## src/rtl/mem_req_ctrl.sv

```systemverilog
// mem_req_ctrl: request front-end for a 256 x 16 single-port memory.
// Requests are queued in a small FIFO, issued in order to registered memory
// inputs, and read data comes back through a credit-limited response buffer.
// Optional feature macro: MEM_REQ_CTRL_WRITE_ACK_EN makes every write return a
// response beat carrying the written data, ordered with the reads.
module mem_req_ctrl #(
    parameter int FIFO_DEPTH = 4,
    parameter int RESP_DEPTH = 2
) (
    input  logic        clock,
    input  logic        reset,
    input  logic        req_valid,
    output logic        req_ready,
    input  logic        req_write,
    input  logic [7:0]  req_addr,
    input  logic [15:0] req_wdata,
    output logic        resp_valid,
    input  logic        resp_ready,
    output logic [15:0] resp_rdata,
    output logic [7:0]  mem_address,
    output logic [15:0] mem_din,
    output logic        mem_wen,
    input  logic [15:0] mem_dout,
    output logic        busy
);

`ifdef MEM_REQ_CTRL_WRITE_ACK_EN
    localparam bit WRITE_ACK = 1'b1;
`else
    localparam bit WRITE_ACK = 1'b0;
`endif

    localparam int FAW = $clog2(FIFO_DEPTH);
    localparam int RIW = (RESP_DEPTH > 1) ? $clog2(RESP_DEPTH) : 1;
    localparam int RCW = $clog2(RESP_DEPTH + 1);

    typedef enum logic [1:0] {IDLE, ISSUE, STALL, DRAIN} state_t;

    state_t r_state;
    state_t w_stateNext;

    logic            r_fifoWrite [FIFO_DEPTH];
    logic [7:0]      r_fifoAddr  [FIFO_DEPTH];
    logic [15:0]     r_fifoData  [FIFO_DEPTH];
    logic [FAW-1:0]  r_wrPtr;
    logic [FAW-1:0]  r_rdPtr;
    logic [FAW:0]    r_fifoCount;

    logic            r_s1Valid, r_s2Valid;
    logic            r_s1Ack, r_s2Ack;
    logic [15:0]     r_s1Data, r_s2Data;

    logic [15:0]     r_respMem [RESP_DEPTH];
    logic [RIW-1:0]  r_respWr;
    logic [RIW-1:0]  r_respRd;
    logic [RCW-1:0]  r_respCount;

    logic            w_accept, w_fifoEmpty, w_headWrite, w_hasCredit, w_issue;
    logic            w_inFlight, w_push, w_pop;
    logic [15:0]     w_pushData;
    logic [RCW:0]    w_used;

    assign w_fifoEmpty = (r_fifoCount == '0);
    assign req_ready   = (r_fifoCount != (FAW+1)'(FIFO_DEPTH));
    assign w_accept    = req_valid && req_ready;
    assign w_headWrite = r_fifoWrite[r_rdPtr];

    // Responses buffered plus beats still in the pipeline may never exceed the buffer size.
    assign w_used      = {1'b0, r_respCount} + (RCW+1)'(r_s1Valid) + (RCW+1)'(r_s2Valid);
    assign w_hasCredit = (w_used < (RCW+1)'(RESP_DEPTH));
    assign w_issue     = !w_fifoEmpty && ((w_headWrite && !WRITE_ACK) || w_hasCredit);
    assign w_inFlight  = r_s1Valid || r_s2Valid;

    assign w_push      = r_s2Valid;
    assign w_pushData  = r_s2Ack ? r_s2Data : mem_dout;
    assign resp_valid  = (r_respCount != '0);
    assign resp_rdata  = r_respMem[r_respRd];
    assign w_pop       = resp_valid && resp_ready;

    assign busy        = (r_state != IDLE) || resp_valid;

    // Request FIFO storage; contents need no reset because the count gates every read.
    always_ff @(posedge clock) begin
        if (w_accept) begin
            r_fifoWrite[r_wrPtr] <= req_write;
            r_fifoAddr[r_wrPtr]  <= req_addr;
            r_fifoData[r_wrPtr]  <= req_wdata;
        end
    end

    // Request FIFO pointers and occupancy; accept and issue may happen together.
    always_ff @(posedge clock) begin
        if (reset) begin
            r_wrPtr     <= '0;
            r_rdPtr     <= '0;
            r_fifoCount <= '0;
        end else begin
            if (w_accept) r_wrPtr <= r_wrPtr + FAW'(1);
            if (w_issue)  r_rdPtr <= r_rdPtr + FAW'(1);
            r_fifoCount <= r_fifoCount + (FAW+1)'(w_accept) - (FAW+1)'(w_issue);
        end
    end

    // Registered memory inputs: loaded on issue, write enable dropped otherwise.
    always_ff @(posedge clock) begin
        if (reset) begin
            mem_address <= '0;
            mem_din     <= '0;
            mem_wen     <= 1'b0;
        end else if (w_issue) begin
            mem_address <= r_fifoAddr[r_rdPtr];
            mem_din     <= w_headWrite ? r_fifoData[r_rdPtr] : 16'h0000;
            mem_wen     <= w_headWrite;
        end else begin
            mem_wen     <= 1'b0;
        end
    end

    // Two-stage tracker matching the memory's registered read path; write acks ride along.
    always_ff @(posedge clock) begin
        if (reset) begin
            r_s1Valid <= 1'b0;
            r_s2Valid <= 1'b0;
            r_s1Ack   <= 1'b0;
            r_s2Ack   <= 1'b0;
            r_s1Data  <= '0;
            r_s2Data  <= '0;
        end else begin
            r_s1Valid <= w_issue && (!w_headWrite || WRITE_ACK);
            r_s1Ack   <= w_issue && w_headWrite;
            r_s1Data  <= r_fifoData[r_rdPtr];
            r_s2Valid <= r_s1Valid;
            r_s2Ack   <= r_s1Ack;
            r_s2Data  <= r_s1Data;
        end
    end

    // Response buffer; a pop frees its slot only from the following cycle onward.
    always_ff @(posedge clock) begin
        if (reset) begin
            r_respWr    <= '0;
            r_respRd    <= '0;
            r_respCount <= '0;
            for (int i = 0; i < RESP_DEPTH; i++) r_respMem[i] <= '0;
        end else begin
            if (w_push) begin
                r_respMem[r_respWr] <= w_pushData;
                r_respWr <= (r_respWr == RIW'(RESP_DEPTH - 1)) ? '0 : r_respWr + RIW'(1);
            end
            if (w_pop) begin
                r_respRd <= (r_respRd == RIW'(RESP_DEPTH - 1)) ? '0 : r_respRd + RIW'(1);
            end
            r_respCount <= r_respCount + RCW'(w_push) - RCW'(w_pop);
        end
    end

    // Controller state register.
    always_ff @(posedge clock) begin
        if (reset) r_state <= IDLE;
        else       r_state <= w_stateNext;
    end

    // Next-state logic tracking whether the controller is issuing, stalled or draining.
    always_comb begin
        w_stateNext = r_state;
        unique case (r_state)
            IDLE:  if (!w_fifoEmpty) w_stateNext = ISSUE;
            ISSUE: begin
                if (w_fifoEmpty)   w_stateNext = w_inFlight ? DRAIN : IDLE;
                else if (!w_issue) w_stateNext = STALL;
            end
            STALL: if (w_issue) w_stateNext = ISSUE;
            DRAIN: begin
                if (!w_fifoEmpty)     w_stateNext = ISSUE;
                else if (!w_inFlight) w_stateNext = IDLE;
            end
            default: w_stateNext = IDLE;
        endcase
    end

endmodule

```

## config.mk

```make
export PLATFORM = sky130hd
export DESIGN_NAME = mem_req_ctrl
export DESIGN_NICKNAME = d
export VERILOG_FILES = /design/src/rtl/mem_req_ctrl.sv
export SDC_FILE = /design/constraint.sdc
export NUM_CORES = 1
export LEC_CHECK = 0
export CORE_ASPECT_RATIO = 1.75
export CORE_MARGIN = 2
export CORE_UTILIZATION = 40
export CTS_CLUSTER_SIZE = 40
export DETAILED_ROUTE_END_ITERATION = 6
export DONT_BUFFER_PORTS = 1
export GPL_TIMING_DRIVEN = 0
export HOLD_SLACK_MARGIN = 0.06
export SETUP_SLACK_MARGIN = 0.3
export SYNTH_ARGS = -nofsm -noshare
export SYNTH_HDL_FRONTEND = slang
export SYNTH_SLANG_ARGS = --single-unit
```

## constraint.sdc

```tcl
create_clock -name clock -period 3.5 [get_ports clock]
set_input_delay 0.525 -clock clock [delete_from_list [all_inputs] [get_ports clock]]
set_output_delay 0.525 -clock clock [all_outputs]
set_load 0.05 [all_outputs]
```

==> metrics.txt <==
# TYPE chip_impl_metric gauge
chip_impl_metric{name="fin_worst_skew",unit="ns"} 0.02375
chip_impl_metric{name="area_growth",unit="%"} 11.43
chip_impl_metric{name="wl_per_cell",unit="um"} 17.88
chip_impl_info{name="worst_hold_path_class",value="primary input to flip-flop"} 1
chip_impl_metric{name="die-height",unit="um"} 187.2
chip_impl_metric{name="met2_length",unit="mm"} 7.075
chip_impl_info{name="route.top_layer_used",value="met4"} 1
chip_impl_metric{name="layout_min_cycle_time",unit="ns"} 2.922
chip_impl_metric{name="vdd.ir_drop.worst",unit="mV"} 0.5250
chip_impl_metric{name="final_setup_fails",unit=""} 0
chip_impl_metric{name="cellLeakagePower",unit="nW"} 2.960
chip_impl_metric{name="cts_sinks",unit=""} 209
chip_impl_metric{name="r2r_slack",unit="ns"} 0.58
chip_impl_metric{name="switching_share",unit="%"} 33.56
chip_impl_metric{name="cts_htree_levels",unit=""} 1
chip_impl_metric{name="pwrdens",unit="mW/mm^2"} 856.1
chip_impl_metric{name="synth_edf_count",unit=""} 132
chip_impl_metric{name="gr-usage-all-layers",unit="%"} 13.36
chip_impl_info{name="result_of_the_run",value="finished clean"} 1
chip_impl_metric{name="clkLatencyLatePin",unit="ns"} 0.48
chip_impl_metric{name="drt_pass1_iterations",unit=""} 4
chip_impl_metric{name="worstPathArrival",unit="ns"} 3.28
chip_impl_info{name="layout_commonest_cell",value="sky130_fd_sc_hd__edfxtp_1"} 1
chip_impl_metric{name="gr-total-overflow",unit=""} 0
chip_impl_metric{name="synth-warning-count",unit=""} 0
chip_impl_metric{name="grt_start_max_net_pins",unit=""} 26
chip_impl_metric{name="detail-route-antenna-nets",unit=""} 0
chip_impl_metric{name="critical_path_buf_inv_count",unit=""} 3
chip_impl_metric{name="post_dp_cell_area",unit="mm^2"} 0.007973
chip_impl_metric{name="max-cap-violations",unit=""} 0
chip_impl_metric{name="fmax",unit="GHz"} 0.3422
chip_impl_metric{name="post-cts-setup-buffers",unit=""} 0
chip_impl_info{name="synthDominantAreaCellType",value="sky130_fd_sc_hd__edfxtp_1"} 1
chip_impl_metric{name="met3_wirelength",unit="mm"} 1.070
chip_impl_info{name="dominantRegCellSynth",value="sky130_fd_sc_hd__edfxtp_1"} 1
chip_impl_metric{name="seq_area_frac_synth",unit="%"} 71.77
chip_impl_metric{name="cts_inserted_buffers",unit=""} 19
chip_impl_metric{name="share_seq_of_total_power",unit="%"} 49.9
chip_impl_metric{name="coreArea",unit="mm^2"} 0.01895
chip_impl_info{name="clock-root-buffer",value="sky130_fd_sc_hd__clkbuf_16"} 1
chip_impl_metric{name="pwr-share-clk",unit="%"} 26.2
chip_impl_info{name="worst_setup_path_end_kind",value="flip-flop"} 1
chip_impl_metric{name="die_width",unit="um"} 108.7
chip_impl_metric{name="synth_area",unit="mm^2"} 0.007671
chip_impl_metric{name="die_area",unit="mm^2"} 0.02035
chip_impl_metric{name="ys_async_sr_fraction",unit="%"} 0
chip_impl_metric{name="io-pin-count",unit=""} 89
chip_impl_metric{name="synth.ff_latch_count",unit=""} 209
chip_impl_metric{name="via_count",unit=""} 3751
chip_impl_info{name="cpMaxStageDelayCell",value="sky130_fd_sc_hd__mux4_2"} 1
chip_impl_metric{name="power.internal",unit="mW"} 4.862
chip_impl_info{name="path_cells",value="clkbuf_1 -> mux4_2 -> o21ai_0 -> buf_2 -> xnor2_1 -> ha_1 -> inv_1 -> fa_1 -> xor2_1 -> xnor2_1 -> nor2_1"} 1
chip_impl_metric{name="max_stage_delay",unit="ns"} 0.48
chip_impl_info{name="cts_tree",value="done"} 1
chip_impl_metric{name="grt_antenna_before_repair",unit=""} 0
chip_impl_info{name="critical_path.startpoint_type",value="flip-flop"} 1
chip_impl_metric{name="routedLengthMet1",unit="mm"} 4.900
chip_impl_metric{name="drt-total-wl",unit="mm"} 13.41
chip_impl_metric{name="cts-root-to-sink-buffers",unit=""} 3
chip_impl_info{name="layout.cells.most_common_list",value="sky130_fd_sc_hd__edfxtp_1 (132), sky130_fd_sc_hd__dfxtp_1 (77), sky130_fd_sc_hd__nor2_1 (49)"} 1
chip_impl_metric{name="postSynthNetCount",unit=""} 530
chip_impl_metric{name="drt-vias-per-instance",unit=""} 5.001
chip_impl_metric{name="buffer_ports.inserted",unit=""} 0
chip_impl_metric{name="global_route_wire_length_before_repair",unit="mm"} 20.98
chip_impl_metric{name="path_max_fanout",unit=""} 10
chip_impl_info{name="cpLargestDelayFamily",value="buffers and inverters"} 1
chip_impl_metric{name="fin_tns_setup",unit="ns"} 0
chip_impl_metric{name="grt_pass1_vias",unit=""} 3969
chip_impl_metric{name="drt_iter0_drc",unit=""} 84
chip_impl_metric{name="critPathRequiredTime",unit="ns"} 3.86
chip_impl_info{name="crit_path_top_cell_by_count",value="sky130_fd_sc_hd__xnor2_1"} 1
chip_impl_metric{name="post-route-period-util",unit="%"} 83.49
chip_impl_metric{name="post_layout_instance_area",unit="mm^2"} 0.008548
chip_impl_metric{name="report.final.slew_viol_count",unit=""} 0
chip_impl_info{name="critPathKind",value="flip-flop to flip-flop"} 1
chip_impl_metric{name="clock_pin_slew_reported_for_the_worst_setup_and_hold_paths_after_clock_tree_synthesis",unit="ns"} 0.07
chip_impl_metric{name="worst_slack",unit="ns"} 0.5779
chip_impl_metric{name="yosys.cell_types.count",unit=""} 40
chip_impl_metric{name="place.gp.congestion",unit=""} 0.7178
chip_impl_metric{name="drc",unit=""} 0
chip_impl_metric{name="final_nets",unit=""} 551
chip_impl_metric{name="worst-slew-pin-transition",unit="ns"} 0.8903
chip_impl_metric{name="comb_power_share",unit="%"} 23.8
chip_impl_metric{name="final_layout_size_suffix_gt1_share",unit="%"} 15.72
chip_impl_metric{name="slew_headroom",unit="%"} 40.65
chip_impl_metric{name="fp-row-count",unit=""} 67
chip_impl_metric{name="dp_hpwl",unit="mm"} 9.124
chip_impl_metric{name="start_util",unit="%"} 40.49
chip_impl_metric{name="finalHoldViolCount",unit=""} 0
chip_impl_metric{name="post_synth_inst_count",unit=""} 476
chip_impl_metric{name="yosys.area.top_type_share",unit="%"} 51.67
chip_impl_metric{name="power_switching",unit="mW"} 2.456
chip_impl_info{name="grt_setup_unrepaired",value="false"} 1
chip_impl_metric{name="fin_util",unit="%"} 45.12
chip_impl_metric{name="num_antenna_cells",unit=""} 0
chip_impl_metric{name="worst_setup_slack_after_placement",unit="ns"} 0.4619
chip_impl_info{name="ys_top_cells_by_area",value="sky130_fd_sc_hd__edfxtp_1 (52%), sky130_fd_sc_hd__dfxtp_1 (20%), sky130_fd_sc_hd__mux4_2 (5.6%)"} 1
chip_impl_metric{name="syn-mean-instance-area",unit="um^2"} 16.12
routing by layer:
| layer | vias to the layer above | GRT usage, % |
|---|---|---|
| met5 | - | 0 |
| met4 | 0 | 5.325 |
| met3 | 22 | 4.460 |
| met2 | 106 | 23.75 |
| met1 | 1847 | 14.27 |
| li1 | 1776 | - |
sequential cells by signal (all words and copies together) (netlist names), named ones only:
signal	flops
r_s1Data	16
r_fifoCount	3
r_s2Valid	1
r_s1Valid	1
r_respWr	1
r_respMem	32
r_rdPtr	2
r_respCount	2
mem_address	8
r_respRd	1
r_s2Data	16
r_fifoData	64
r_wrPtr	2
r_s2Ack	1
mem_din	16
r_fifoAddr	32
r_s1Ack	1
mem_wen	1
r_fifoWrite	4
r_state	2
cell usage after synthesis (8+ instances only):
cell / number
sky130_fd_sc_hd__mux2i_1: 17
sky130_fd_sc_hd__nor2_1: 49
sky130_fd_sc_hd__nand2_1: 19
sky130_fd_sc_hd__edfxtp_1: 132
sky130_fd_sc_hd__clkbuf_1: 17
sky130_fd_sc_hd__nor2b_1: 20
sky130_fd_sc_hd__a22o_2: 9
sky130_fd_sc_hd__dfxtp_1: 77
sky130_fd_sc_hd__a21oi_1: 10
sky130_fd_sc_hd__and2_1: 22
sky130_fd_sc_hd__mux2_2: 16
sky130_fd_sc_hd__mux4_2: 19
sky130_fd_sc_hd__ha_1: 8
worst reg2reg max path, stage by stage (launching register included):
cell                       delay [ns]
sky130_fd_sc_hd__dfxtp_1         0.31
sky130_fd_sc_hd__clkbuf_1        0.34
sky130_fd_sc_hd__mux4_2          0.48
sky130_fd_sc_hd__o21ai_0         0.26
sky130_fd_sc_hd__buf_2           0.30
sky130_fd_sc_hd__xnor2_1         0.15
sky130_fd_sc_hd__ha_1            0.16
sky130_fd_sc_hd__inv_1           0.05
sky130_fd_sc_hd__fa_1            0.38
sky130_fd_sc_hd__xor2_1          0.19
sky130_fd_sc_hd__xnor2_1         0.14
sky130_fd_sc_hd__nor2_1          0.05
logic make-up (layout without fill, tap and decap cells):
kind of cell,after synthesis,in the layout,share of synthesized area (%)
XOR/XNOR,10,10,1.142
flip-flops,209,209,71.77
AO/OA/AOI/OAI,35,35,3.409
multiplexers,58,58,12.20
AND/OR/NAND/NOR,123,123,7.944
buffers and inverters,32,65,1.974
adder cells (fa/ha/maj),9,9,1.566
repair_timing:
item / CTS / global route
hold buffers: 0 / 0
resized for setup: 0 / 1
endpoints found under the setup margin: 0 / 1
power groups by stage:
stage	clock [mW]	sequential [mW]	combinational (mW)
after floorplan	0	3.63	1.46
after global placement	0	3.70	1.74
after detailed placement	0	3.72	1.77
after CTS	1.98	3.67	1.78
after global routing	2.08	3.70	1.92
final	1.92	3.66	1.74
path summary, 6_finish.rpt:
path / startpoint / to / cells past startpoint
worst max-delay path: flip-flop / r_fifoCount[2] / 11
worst min-delay path: req_addr[7] / r_fifoAddr[1][7] / 0
worst max register to register: flip-flop / r_fifoCount[2] / 11
worst min register to register: r_s1Data[15] / r_s2Data[15] / 1
layout make-up:
cell class | instances | area, um^2
Buffer | 25 | 125.1
Tap cell | 241 | 301.5
Fill cell | 1718 | 10400
Sequential cell | 209 | 5505
Clock inverter | 6 | 50.05
Clock buffer | 27 | 515.5
Multi-Input combinational cell | 235 | 2024
Inverter | 7 | 26.28
per-stage QoR:
stage                     instances  total power, mW  hold WS, ns
after global placement          717            5.439       0.4250
after global routing            750            7.701       0.1120
after floorplan                 476            5.092       0.4138
final                           750            7.318       0.1363
after CTS                       750            7.423       0.1117
after detailed placement        717            5.493       0.4245
No activity file was read; power rests on OpenSTA's default activity.
